**config.mk**
```make
export PLATFORM = sky130hd
export DESIGN_NAME = rtc_field_editor_flat
export DESIGN_NICKNAME = d
export VERILOG_FILES = /design/src/rtl/rtc_edit_pkg.sv /design/src/rtl/rtc_field_editor_if.sv /design/src/rtl/button_repeat.sv /design/src/rtl/rtc_field_editor.sv /design/src/flat_wrapper.sv
export SDC_FILE = /design/constraint.sdc
export NUM_CORES = 1
export LEC_CHECK = 0
export CAP_MARGIN = 10
export CORE_ASPECT_RATIO = 0.9
export CORE_UTILIZATION = 60
export CTS_BUF_LIST = sky130_fd_sc_hd__clkbuf_4 sky130_fd_sc_hd__clkbuf_8
export DETAILED_ROUTE_END_ITERATION = 8
export GPL_ROUTABILITY_DRIVEN = 0
export HOLD_SLACK_MARGIN = 0.1
export PLACE_DENSITY = 0.8
export SLEW_MARGIN = 20
export SYNTH_ARGS = -nofsm -noshare
export SYNTH_HDL_FRONTEND = slang
export SYNTH_SLANG_ARGS = --single-unit
export TNS_END_PERCENT = 100
```
**constraint.sdc**
```tcl
create_clock -name clk -period 8.9 [get_ports clk]
set_input_delay 1.335 -clock clk [delete_from_list [all_inputs] [get_ports clk]]
set_output_delay 1.335 -clock clk [all_outputs]
set_load 0.01 [all_outputs]
```
**src/rtl/rtc_edit_pkg.sv**
```systemverilog
// Shared definitions for the RTC field editor.
// Holds the mode encodings, the editor state type, the default auto-repeat
// timing, and field_limits(). field_limits() returns the legal {min, max}
// range of each field in each mode.
package rtc_edit_pkg;

  localparam logic [1:0] MODE_RUN   = 2'b00;
  localparam logic [1:0] MODE_DATE  = 2'b01;
  localparam logic [1:0] MODE_TIME  = 2'b10;
  localparam logic [1:0] MODE_TIMER = 2'b11;

  localparam int DEF_REPEAT_DELAY = 25_000_000;
  localparam int DEF_REPEAT_RATE  = 5_000_000;

  typedef enum logic [1:0] {
    IDLE   = 2'd0,
    LOAD   = 2'd1,
    EDIT   = 2'd2,
    COMMIT = 2'd3
  } state_e;

  typedef struct packed {
    logic [7:0] lo;
    logic [7:0] hi;
  } limits_t;

  // Date fields: 0 day, 1 month, 2 year. Time/timer fields: 0 hour, 1 min, 2 sec.
  // Fields or modes that have no calendar meaning fall back to 0..99.
  function automatic limits_t field_limits(input logic [1:0] mode, input int idx);
    limits_t l;
    l.lo = 8'd0;
    l.hi = 8'd99;
    if (mode == MODE_DATE) begin
      case (idx)
        0:       begin l.lo = 8'd1; l.hi = 8'd31; end
        1:       begin l.lo = 8'd1; l.hi = 8'd12; end
        default: begin l.lo = 8'd0; l.hi = 8'd99; end
      endcase
    end else if (mode == MODE_TIME || mode == MODE_TIMER) begin
      case (idx)
        0:       begin l.lo = 8'd0; l.hi = 8'd23; end
        1, 2:    begin l.lo = 8'd0; l.hi = 8'd59; end
        default: begin l.lo = 8'd0; l.hi = 8'd99; end
      endcase
    end
    return l;
  endfunction

endpackage

```
**src/rtl/rtc_field_editor_if.sv**
```systemverilog
// Bus between the button/switch front end (master) and the field editor (slave).
// Master drives mode, the debounced buttons and the live RTC snapshot.
// Slave returns the cursor, the field under the cursor, all fields, the edit
// flag and the commit strobe with its mode.
interface rtc_field_editor_if #(
  parameter int NUM_FIELDS = 3,
  parameter int VAL_W      = 7,
  parameter int SEL_W      = $clog2(NUM_FIELDS)
);
  logic [1:0]                  programacion;
  logic                        incremento;
  logic                        decremento;
  logic                        derecha;
  logic                        izquierda;
  logic [NUM_FIELDS*VAL_W-1:0] load_data;
  logic [SEL_W-1:0]            seleccion;
  logic [VAL_W-1:0]            cuenta;
  logic [NUM_FIELDS*VAL_W-1:0] fields_out;
  logic                        editing;
  logic                        commit;
  logic [1:0]                  commit_mode;

  modport master (
    output programacion, incremento, decremento, derecha, izquierda, load_data,
    input  seleccion, cuenta, fields_out, editing, commit, commit_mode
  );

  modport slave (
    input  programacion, incremento, decremento, derecha, izquierda, load_data,
    output seleccion, cuenta, fields_out, editing, commit, commit_mode
  );
endinterface

```
**src/rtl/button_repeat.sv**
```systemverilog
// Turns a debounced button level into single-cycle step pulses.
// A step is produced on the rising edge. While the button stays held, a step
// is also produced REPEAT_DELAY cycles after the edge, then every REPEAT_RATE
// cycles. REPEAT_DELAY = 0 gives edge-only behaviour.
// Ports: clk, reset (async, active-high), btn (level), enable (steps allowed),
//        step (1-cycle pulse).
module button_repeat
  import rtc_edit_pkg::*;
#(
  parameter int REPEAT_DELAY = DEF_REPEAT_DELAY,
  parameter int REPEAT_RATE  = DEF_REPEAT_RATE
) (
  input  logic clk,
  input  logic reset,
  input  logic btn,
  input  logic enable,
  output logic step
);
  localparam int CNT_MAX = (REPEAT_DELAY > REPEAT_RATE) ? REPEAT_DELAY : REPEAT_RATE;
  localparam int CNT_W   = $clog2(CNT_MAX + 2);

  logic             btn_q, btn_d;
  logic             rep_q, rep_d;
  logic [CNT_W-1:0] cnt_q, cnt_d;
  logic             rise, tick;

  // btn_q tracks the level even while disabled, so a button already held when
  // enable rises never looks like a fresh press.
  always_comb begin
    btn_d = btn;
    rise  = btn & ~btn_q;
    tick  = 1'b0;
    cnt_d = cnt_q;
    rep_d = rep_q;
    if (!btn || !enable) begin
      cnt_d = '0;
      rep_d = 1'b0;
    end else if (REPEAT_DELAY > 0) begin
      // cnt_q = 0 means idle; otherwise it counts cycles since the edge or the last tick.
      if (rise) begin
        cnt_d = CNT_W'(1);
      end else if (cnt_q != '0) begin
        if ((!rep_q && cnt_q == CNT_W'(REPEAT_DELAY)) ||
            ( rep_q && cnt_q == CNT_W'(REPEAT_RATE))) begin
          tick  = 1'b1;
          cnt_d = CNT_W'(1);
          rep_d = 1'b1;
        end else begin
          cnt_d = cnt_q + CNT_W'(1);
        end
      end
    end
    step = enable & (rise | tick);
  end

  always_ff @(posedge clk or posedge reset) begin
    if (reset) begin
      btn_q <= 1'b0;
      rep_q <= 1'b0;
      cnt_q <= '0;
    end else begin
      btn_q <= btn_d;
      rep_q <= rep_d;
      cnt_q <= cnt_d;
    end
  end
endmodule

```
**src/rtl/rtc_field_editor.sv**
```systemverilog
// RTC field editor.
// Selecting a non-run mode loads a snapshot of the live RTC values into
// per-field registers. Values outside the field's range are replaced by the
// field's minimum. The buttons then edit the field under the cursor with wrap
// at the limits and auto-repeat. Leaving the mode emits a one-cycle commit
// with the mode being committed.
// Ports: clk, reset (async, active-high), bus (rtc_field_editor_if.slave).
module rtc_field_editor
  import rtc_edit_pkg::*;
#(
  parameter int NUM_FIELDS   = 3,
  parameter int VAL_W        = 7,
  parameter int REPEAT_DELAY = DEF_REPEAT_DELAY,
  parameter int REPEAT_RATE  = DEF_REPEAT_RATE,
  parameter int SEL_W        = $clog2(NUM_FIELDS)
) (
  input logic           clk,
  input logic           reset,
  rtc_field_editor_if.slave bus
);
  state_e           state_q, state_d;
  logic [1:0]       cur_mode_q, cur_mode_d;
  logic [SEL_W-1:0] sel_q, sel_d;
  logic [VAL_W-1:0] fields_q [NUM_FIELDS];
  logic [VAL_W-1:0] fields_d [NUM_FIELDS];
  logic             edit_en;
  logic             inc_step, dec_step, right_step, left_step;

  assign edit_en = (state_q == EDIT);

  button_repeat #(.REPEAT_DELAY(REPEAT_DELAY), .REPEAT_RATE(REPEAT_RATE)) u_inc (
    .clk(clk), .reset(reset), .btn(bus.incremento), .enable(edit_en), .step(inc_step));
  button_repeat #(.REPEAT_DELAY(REPEAT_DELAY), .REPEAT_RATE(REPEAT_RATE)) u_dec (
    .clk(clk), .reset(reset), .btn(bus.decremento), .enable(edit_en), .step(dec_step));
  button_repeat #(.REPEAT_DELAY(0), .REPEAT_RATE(0)) u_right (
    .clk(clk), .reset(reset), .btn(bus.derecha), .enable(edit_en), .step(right_step));
  button_repeat #(.REPEAT_DELAY(0), .REPEAT_RATE(0)) u_left (
    .clk(clk), .reset(reset), .btn(bus.izquierda), .enable(edit_en), .step(left_step));

  // State register
  always_ff @(posedge clk or posedge reset) begin
    if (reset) state_q <= IDLE;
    else       state_q <= state_d;
  end

  // Next-state logic
  always_comb begin
    state_d = state_q;
    case (state_q)
      IDLE:    if (bus.programacion != MODE_RUN) state_d = LOAD;
      LOAD:    state_d = EDIT;
      EDIT:    if (bus.programacion != cur_mode_q) state_d = COMMIT;
      COMMIT:  state_d = (bus.programacion == MODE_RUN) ? IDLE : LOAD;
      default: state_d = IDLE;
    endcase
  end

  // FSM outputs
  always_comb begin
    bus.editing     = (state_q == EDIT);
    bus.commit      = (state_q == COMMIT);
    bus.commit_mode = (state_q == COMMIT) ? cur_mode_q : MODE_RUN;
  end

  // Field, cursor and mode datapath
  always_comb begin
    limits_t          lim;
    logic [VAL_W-1:0] lo, hi, cur, ld_v;
    fields_d   = fields_q;
    sel_d      = sel_q;
    cur_mode_d = cur_mode_q;
    lim        = field_limits(cur_mode_q, int'(sel_q));
    lo         = VAL_W'(lim.lo);
    hi         = VAL_W'(lim.hi);
    cur        = fields_q[sel_q];
    ld_v       = '0;
    if (state_q == LOAD) begin
      cur_mode_d = bus.programacion;
      sel_d      = '0;
      for (int i = 0; i < NUM_FIELDS; i++) begin
        lim  = field_limits(bus.programacion, i);
        ld_v = bus.load_data[i*VAL_W +: VAL_W];
        if (ld_v < VAL_W'(lim.lo) || ld_v > VAL_W'(lim.hi)) fields_d[i] = VAL_W'(lim.lo);
        else                                                fields_d[i] = ld_v;
      end
    end else if (state_q == EDIT) begin
      // Step uses the pre-move cursor, so a simultaneous move edits the old field.
      if (inc_step && !dec_step)
        fields_d[sel_q] = (cur >= hi) ? lo : cur + VAL_W'(1);
      else if (dec_step && !inc_step)
        fields_d[sel_q] = (cur <= lo) ? hi : cur - VAL_W'(1);
      if (right_step && !left_step)
        sel_d = (sel_q == SEL_W'(NUM_FIELDS - 1)) ? '0 : sel_q + SEL_W'(1);
      else if (left_step && !right_step)
        sel_d = (sel_q == '0) ? SEL_W'(NUM_FIELDS - 1) : sel_q - SEL_W'(1);
    end
  end

  always_ff @(posedge clk or posedge reset) begin
    if (reset) begin
      cur_mode_q <= MODE_RUN;
      sel_q      <= '0;
      for (int i = 0; i < NUM_FIELDS; i++) fields_q[i] <= '0;
    end else begin
      cur_mode_q <= cur_mode_d;
      sel_q      <= sel_d;
      for (int i = 0; i < NUM_FIELDS; i++) fields_q[i] <= fields_d[i];
    end
  end

  always_comb begin
    bus.fields_out = '0;
    for (int i = 0; i < NUM_FIELDS; i++) bus.fields_out[i*VAL_W +: VAL_W] = fields_q[i];
  end

  assign bus.seleccion = sel_q;
  assign bus.cuenta    = fields_q[sel_q];
endmodule
```
**src/flat_wrapper.sv**
```systemverilog
// flat-port wrapper written by rule: the top's interface ports become plain ports
module rtc_field_editor_flat import rtc_edit_pkg::*;
#(
  parameter int NUM_FIELDS   = 3,
  parameter int VAL_W        = 7,
  parameter int REPEAT_DELAY = DEF_REPEAT_DELAY,
  parameter int REPEAT_RATE  = DEF_REPEAT_RATE,
  parameter int SEL_W        = $clog2(NUM_FIELDS)
)
  (clk, reset, bus_programacion, bus_incremento, bus_decremento, bus_derecha, bus_izquierda, bus_load_data, bus_seleccion, bus_cuenta, bus_fields_out, bus_editing, bus_commit, bus_commit_mode);
  rtc_field_editor_if #(.NUM_FIELDS(NUM_FIELDS), .VAL_W(VAL_W), .SEL_W(SEL_W)) bus_i ();
  input logic clk;
  input logic reset;
  input wire logic [$bits(bus_i.programacion)-1:0] bus_programacion;
  input wire logic [$bits(bus_i.incremento)-1:0] bus_incremento;
  input wire logic [$bits(bus_i.decremento)-1:0] bus_decremento;
  input wire logic [$bits(bus_i.derecha)-1:0] bus_derecha;
  input wire logic [$bits(bus_i.izquierda)-1:0] bus_izquierda;
  input wire logic [$bits(bus_i.load_data)-1:0] bus_load_data;
  output wire logic [$bits(bus_i.seleccion)-1:0] bus_seleccion;
  output wire logic [$bits(bus_i.cuenta)-1:0] bus_cuenta;
  output wire logic [$bits(bus_i.fields_out)-1:0] bus_fields_out;
  output wire logic [$bits(bus_i.editing)-1:0] bus_editing;
  output wire logic [$bits(bus_i.commit)-1:0] bus_commit;
  output wire logic [$bits(bus_i.commit_mode)-1:0] bus_commit_mode;
  assign bus_i.programacion = bus_programacion;
  assign bus_i.incremento = bus_incremento;
  assign bus_i.decremento = bus_decremento;
  assign bus_i.derecha = bus_derecha;
  assign bus_i.izquierda = bus_izquierda;
  assign bus_i.load_data = bus_load_data;
  assign bus_seleccion = bus_i.seleccion;
  assign bus_cuenta = bus_i.cuenta;
  assign bus_fields_out = bus_i.fields_out;
  assign bus_editing = bus_i.editing;
  assign bus_commit = bus_i.commit;
  assign bus_commit_mode = bus_i.commit_mode;
  rtc_field_editor #(.NUM_FIELDS(NUM_FIELDS), .VAL_W(VAL_W), .REPEAT_DELAY(REPEAT_DELAY), .REPEAT_RATE(REPEAT_RATE), .SEL_W(SEL_W)) u_core (.clk(clk), .reset(reset), .bus(bus_i));
endmodule
```
==> flow_metrics.env, run 1 <==
export IMPL_async_flop_share_pct=100
export IMPL_switching_share_pct=43.1
export IMPL_grt_util_all_layers_pct=29.8
export IMPL_worst_pin_slew_ns=0.903
export IMPL_skew_ns=0.00784
export IMPL_fmax_ghz=0.238
export IMPL_antenna_found_initial=0
export IMPL_grt_busiest_layer="met2"
export IMPL_cp_max_fo=20
export IMPL_slew_headroom_pct=38.2
export IMPL_crit_path_max_incr_delay_ns=0.88
export IMPL_routed_wl_um=13900
export IMPL_power_frac_comb_pct=53.9
export IMPL_die_h_um=93.4
export IMPL_p_int_mw=1.04
export IMPL_cts_resized_gates=0
export IMPL_synth_top_cells_by_area="dfrtp_1 (37%), ha_1 (9.9%), xor2_1 (5.8%), nor2_1 (5.7%), nand2_1 (3.6%)"
export IMPL_critPathArrivalTime_ns=4.47
export IMPL_ios=63
export IMPL_cts_root_buf="clkbuf_8"
export IMPL_dp_cells=782
export IMPL_synth_seq_area_share_pct=37.3
export IMPL_worstHoldStart="u_core.bus.fields_out[19]$_DFFE_PP0P_"
export IMPL_yosys_most_used_dff="dfrtp_1"
export IMPL_grt_max_degree=84
export IMPL_fin_crit_sh_pct=47.1
export IMPL_use_met1_pct=41.2
export IMPL_outcome="finished, final reports clean"
export IMPL_areaGrowthSynthToFinish_pct=16.1
export IMPL_synth_warnings=0
export IMPL_cp_common_cell="a21oi_1"
export IMPL_die_area_sq_um=9670
export IMPL_synth_edf_count=0
export IMPL_finalSetupViolCount=0
export IMPL_port_buffers=62
export IMPL_synth_distinct_cells=64
export IMPL_use_met3_pct=7.53
export IMPL_synth_common_cells="nor2_1 (85), dfrtp_1 (83), nand2_1 (53)"
export IMPL_met2_usage_pct=46.5
export IMPL_design_area_sq_um=6460
export IMPL_worstPathRequired_ns=9.18
export IMPL_cts_clk_slew_worst_paths_ns=0.08
export IMPL_initial_core_util_pct=63.5
export IMPL_rr_startpoint="u_core.bus.seleccion[1]$_DFFE_PP0P_"
export IMPL_yosysTopAreaCellShare_pct=37.3
export IMPL_dieWidth_um=104
export IMPL_hold_violations=0
export IMPL_p_seq_share_pct=28.3
export IMPL_clock_sinks=83
export IMPL_dpl_hpwl_um=10400
export IMPL_timing_critical_path_buf_inv=1
export IMPL_hold_path_class="register to register"
export IMPL_drv_slew=0
export IMPL_first_global_vias=4582
export IMPL_postSynthCellCount=619
export IMPL_rsz0062_at_grt="false"
export IMPL_p_per_area_nw_per_um2=283
export IMPL_grt_pass1_wl_um=22900
export IMPL_cp_start_kind="register"
export IMPL_vias_per_cell=6.18
export IMPL_fin_nets=747
export IMPL_core_area_sq_um=8770
export IMPL_cap_viol_max_count=0
export IMPL_post_cts_buffers=0
export IMPL_place_area_sq_um=6220
export IMPL_critPathSlowestCell="dfrtp_1"
export IMPL_drt_pass1_iter_count=7
export IMPL_hold_worst_slack_ns=0.541
export IMPL_period_needed_ns=4.19
export IMPL_worst_skew_pair_late_latency_ns=0.36
export IMPL_yosysTopAreaCell="dfrtp_1"
export IMPL_p_leak_nw=2.71
export IMPL_n_antenna_cell=0
export IMPL_clockPowerShare_pct=17.8
export IMPL_dr_total_vias=4929
export IMPL_globalRoute_totalOverflow=0
export IMPL_crit_chain="mux2i_1, o22ai_1, inv_1, ha_1, nand2b_1, a211o_1, a211oi_1, a21oi_1, a2111oi_2, a221oi_1, a21oi_1"
export IMPL_finalNonFillerCells=797
export IMPL_tns_ns=0
export IMPL_layout_drive_gt1_share_pct=5.31
export IMPL_cts_buffers=9
export IMPL_synth_nets=692
export IMPL_irDropWorstVdd_mv=0.211
export IMPL_p_switching_mw=0.790
export IMPL_cts_hold_fix_buffers=0
export IMPL_crit_family="compound AO/OA/AOI/OAI gates"
export IMPL_drtIter0Drc=326
export IMPL_routedWlPerCell_um=17.5
export IMPL_p_total_mw=1.83
export IMPL_synth_most_common_cell="nor2_1"
export IMPL_route_detailed_drc=0
export IMPL_syn_cell_area_sq_um=5570
export IMPL_startpoint="u_core.bus.seleccion[1]$_DFFE_PP0P_"
export IMPL_crit_path_end_kind="register"
export IMPL_ant_nets=0
export IMPL_std_cell_rows=32
export IMPL_clock_path_buffers=2
export IMPL_critical_path_class="register to register"
export IMPL_cts_tree="done"
export IMPL_synth_seq_cells=83
export IMPL_htreeDepth=3
export IMPL_avgSynthCellArea_sq_um=8.99
-- final cells by class --
| type | instances | area [sq um] |
|---|---|---|
| Clock buffer | 9 | 124 |
| Inverter | 27 | 103 |
| Tap cell | 119 | 149 |
| Clock inverter | 6 | 115 |
| Sequential cell | 83 | 2080 |
| Fill cell | 675 | 2300 |
| Multi-Input combinational cell | 490 | 3270 |
| Timing Repair Buffer | 63 | 632 |
-- placed cells by master, fill, tap and decap left out, drive strengths merged, types with 4 or more instances in the layout --
cell,Yosys,routed
a22oi,5,5
mux2i,12,12
mux2,4,4
and3,8,8
clkbuf,13,9
a21oi,25,25
dfrtp,83,83
xnor2,16,16
clkdlybuf4s50,0,62
xor2,37,37
o31ai,4,4
nor3,7,7
nor4b,4,4
nand3b,4,4
nand2,53,53
nor4,10,10
o22ai,10,10
a31oi,5,5
inv,27,26
nor2b,9,9
nor2,85,85
o221ai,7,7
and4,7,7
a211oi,6,6
and2,9,9
nand2b,4,4
or2,5,5
o21ai,22,22
nand3,31,31
ha,44,44
nand4,18,18
-- sequential cells by signal, indices dropped and copies added, names as in the netlist, 2 cells and up --
register,cells
u_core.bus.seleccion,2
u_core.bus.fields_out,21
u_core.cur_mode_q,2
u_core.u_dec.cnt_q,25
u_core.state_q,2
u_core.u_inc.cnt_q,25
-- metal layers --
layer  wire, um  part of all wire, %
met5          0                    0
met4        145                  1.0
met3       1010                  7.3
met2       6410                   46
met1       6370                   46
-- power by group through the flow --
stage	clock network, mW	logic, mW	registers (mW)
detailed placement	0	0.968	0.522
finish	0.326	0.988	0.519
CTS	0.330	0.973	0.515
global route	0.343	1.08	0.523
floorplan	0	0.663	0.498
global placement	0	0.941	0.520
-- worst min-delay path, cell delays in order (launching register included) --
cell and delay, ns:
dfrtp_1 0.37, nand2_1 0.06, o221ai_1 0.07
-- kinds of logic (layout without fill, tap and decap cells) --
group	count (synthesis)	count (layout)	synth area share (%)
compound gates	112	112	13.7
xor+xnor	53	53	8.34
fa+ha+maj	44	44	9.89
buf+inv	46	105	4.05
flops	83	83	37.3
mux	16	16	2.97
simple gates	265	265	23.8
-- final timing paths --
kind	slack, ns	end	depth (start not counted)
worst max-delay path	4.71	u_core.bus.fields_out[16]$_DFFE_PP0P_	11
worst min-delay path	0.54	u_core.bus.fields_out[19]$_DFFE_PP0P_	2
worst max register to register	4.71	u_core.bus.fields_out[16]$_DFFE_PP0P_	11
worst min register to register	0.54	u_core.bus.fields_out[19]$_DFFE_PP0P_	2
max in group asynchronous	6.92	u_core.u_dec.cnt_q[18]$_DFFE_PP0P_	3
min in group asynchronous	1.48	u_core.u_dec.cnt_q[20]$_DFFE_PP0P_	3
-- metrics by stage --
step           worst slack, ns  util [%]
6_report                  4.71      73.7
5_1_grt                   4.44      73.7
4_1_cts                   4.79      73.7
3_5_place_dp              4.76      71.0
3_3_place_gp              4.90      71.0
2_1_floorplan             5.39         -
Power figures use the tool's default switching activity.
==> run 2: changes to the inputs <==
CORE_UTILIZATION = 59   (was 60)
PLACE_DENSITY = 0.79   (was 0.8)
clock period = 4.4 ns   (was 8.9 ns; I/O delays follow)
==> flow_metrics.env, run 2 (synthesis results as in run 1) <==
export IMPL_grt_max_degree=67
export IMPL_layout_drive_gt1_share_pct=6.00
export IMPL_p_total_mw=3.67
export IMPL_final_common_cell="nor2_1"
export IMPL_crit_path_end_kind="register"
export IMPL_drv_slew=0
export IMPL_n_antenna_cell=0
export IMPL_hold_path_class="register to register"
export IMPL_mostFrequentLayoutCells="nor2_1 (85), dfrtp_1 (83), clkdlybuf4s50_1 (62), nand2_1 (53), ha_1 (44)"
export IMPL_cp_max_fo=21
export IMPL_holdPathStages=2
export IMPL_rrSetupSlack_ns=0.46
export IMPL_antenna_found_initial=0
export IMPL_p_leak_nw=2.71
export IMPL_outcome="finished, final reports clean"
export IMPL_fmax_ghz=0.254
export IMPL_grt_util_all_layers_pct=30.6
export IMPL_cp_start_kind="register"
export IMPL_vias_per_cell=6.17
export IMPL_cts_buffers=9
export IMPL_port_buffers=62
export IMPL_grt_pass1_wl_um=23400
export IMPL_startpoint="u_core.bus.seleccion[0]$_DFFE_PP0P_"
export IMPL_fin_nets=751
export IMPL_place_area_sq_um=6260
export IMPL_critPathArrivalTime_ns=4.23
export IMPL_tns_ns=0
export IMPL_finalNonFillerCells=805
export IMPL_routedWlPerCell_um=17.9
export IMPL_globalRoute_totalOverflow=0
export IMPL_dieWidth_um=104
export IMPL_ios=63
export IMPL_cts_hold_fix_buffers=0
export IMPL_cts_clk_slew_worst_paths_ns=0.08
export IMPL_die_h_um=94.2
export IMPL_route_detailed_drc=0
export IMPL_hold_violations=0
export IMPL_clock_path_buffers=2
export IMPL_dp_cells=789
export IMPL_cap_viol_max_count=0
export IMPL_post_route_util_pct=70.9
export IMPL_fill_cells=733
export IMPL_critPathCapture="u_core.bus.fields_out[16]$_DFFE_PP0P_"
export IMPL_worstPathRequired_ns=4.69
export IMPL_die_area_sq_um=9830
export IMPL_routed_wl_um=14400
export IMPL_worst_pin_slew_ns=0.875
export IMPL_cts_root_buf="clkbuf_8"
export IMPL_post_cts_buffers=0
export IMPL_htreeDepth=3
export IMPL_cts_resized_gates=0
export IMPL_core_area_sq_um=9130
export IMPL_areaGrowthSynthToFinish_pct=16.2
export IMPL_slew_headroom_pct=41.5
export IMPL_std_cell_rows=33
export IMPL_clock_sinks=83
export IMPL_dpl_hpwl_um=10800
export IMPL_rsz0062_at_grt="false"
export IMPL_initial_core_util_pct=61.0
export IMPL_drtIter0Drc=302
export IMPL_p_per_area_nw_per_um2=568
export IMPL_irDropWorstVdd_mv=0.408
export IMPL_worst_skew_pair_late_latency_ns=0.38
export IMPL_ant_nets=0
export IMPL_period_needed_ns=3.94
export IMPL_critical_path_class="register to register"
export IMPL_drt_pass1_iter_count=4
export IMPL_finalSetupViolCount=0
export IMPL_cts_tree="done"
export IMPL_r2r_end="u_core.bus.fields_out[16]$_DFFE_PP0P_"
export IMPL_skew_ns=0.0137
export IMPL_dr_total_vias=4963
export IMPL_design_area_sq_um=6470
export IMPL_fin_crit_sh_pct=89.5
export IMPL_rr_startpoint="u_core.bus.seleccion[0]$_DFFE_PP0P_"
export IMPL_reg2reg_depth=12
export IMPL_first_global_vias=4707
==> run 2: cell types whose count changed in the layout (fill, tap and decap cells not counted), moves of 2 or more <==
cell	before	now
clkinvlp_4	1	3
bufinv_16	3	1
buf_4	0	5
inv_6	0	2
==> run 2: how the worst min path moves through the flow <==
stage	startpoint	end
2_1_floorplan	u_core.u_inc.rep_q$_DFFE_PP0P_	u_core.u_inc.rep_q$_DFFE_PP0P_
3_3_place_gp	u_core.u_inc.rep_q$_DFFE_PP0P_	u_core.u_inc.rep_q$_DFFE_PP0P_
3_5_place_dp	u_core.bus.fields_out[17]$_DFFE_PP0P_	u_core.bus.fields_out[17]$_DFFE_PP0P_
4_1_cts	u_core.bus.fields_out[19]$_DFFE_PP0P_	u_core.bus.fields_out[19]$_DFFE_PP0P_
5_1_grt	u_core.bus.fields_out[12]$_DFFE_PP0P_	u_core.bus.fields_out[12]$_DFFE_PP0P_
6_report	u_core.bus.fields_out[19]$_DFFE_PP0P_	u_core.bus.fields_out[19]$_DFFE_PP0P_
==> run 2: where the power goes <==
part           total [mW]  switching (mW)  internal [mW]
Sequential           1.03           0.156          0.873
Clock               0.586           0.304          0.282
Combinational        2.06            1.18          0.882
==> run 2: area by class of cell <==
type | count | area, sq um | area share, %
clock buffers | 10 | 138 | 2.13
inverters | 27 | 106 | 1.64
well taps | 122 | 153 | 2.36
multi-input cells | 490 | 3270 | 50.5
flip-flops and latches | 83 | 2080 | 32.1
clock inverters | 6 | 70.1 | 1.08
repair buffers | 67 | 658 | 10.2
==> run 2: per-stage QoR <==
stage	hold WS [ns]	worst slack, ns
3_5_place_dp	0.523	0.563
3_3_place_gp	0.519	0.765
5_1_grt	0.568	0.246
2_1_floorplan	0.477	0.894
4_1_cts	0.552	0.547
6_report	0.555	0.461
==> run 2: worst max-delay path, cell delays in order, from the launching register on <==
cell and delay [ns]:
dfrtp_1 0.81, inv_1 0.22, ha_1 0.31, o21a_1 0.24, or2_2 0.33, ha_1 0.30
o21ai_0 0.10, nor2_1 0.07, a211oi_1 0.42, a21oi_1 0.17, a2111oi_2 0.55, a221oi_1 0.18
a21oi_1 0.16
==> run 2: layer usage <==
metal	global-route usage (%)	vias to the layer above	wire (um)
met4	10.8	0	247
li1	-	2342	-
met5	0	-	0
met2	46.9	182	6310
met1	42.5	2417	6770
met3	6.87	22	1060
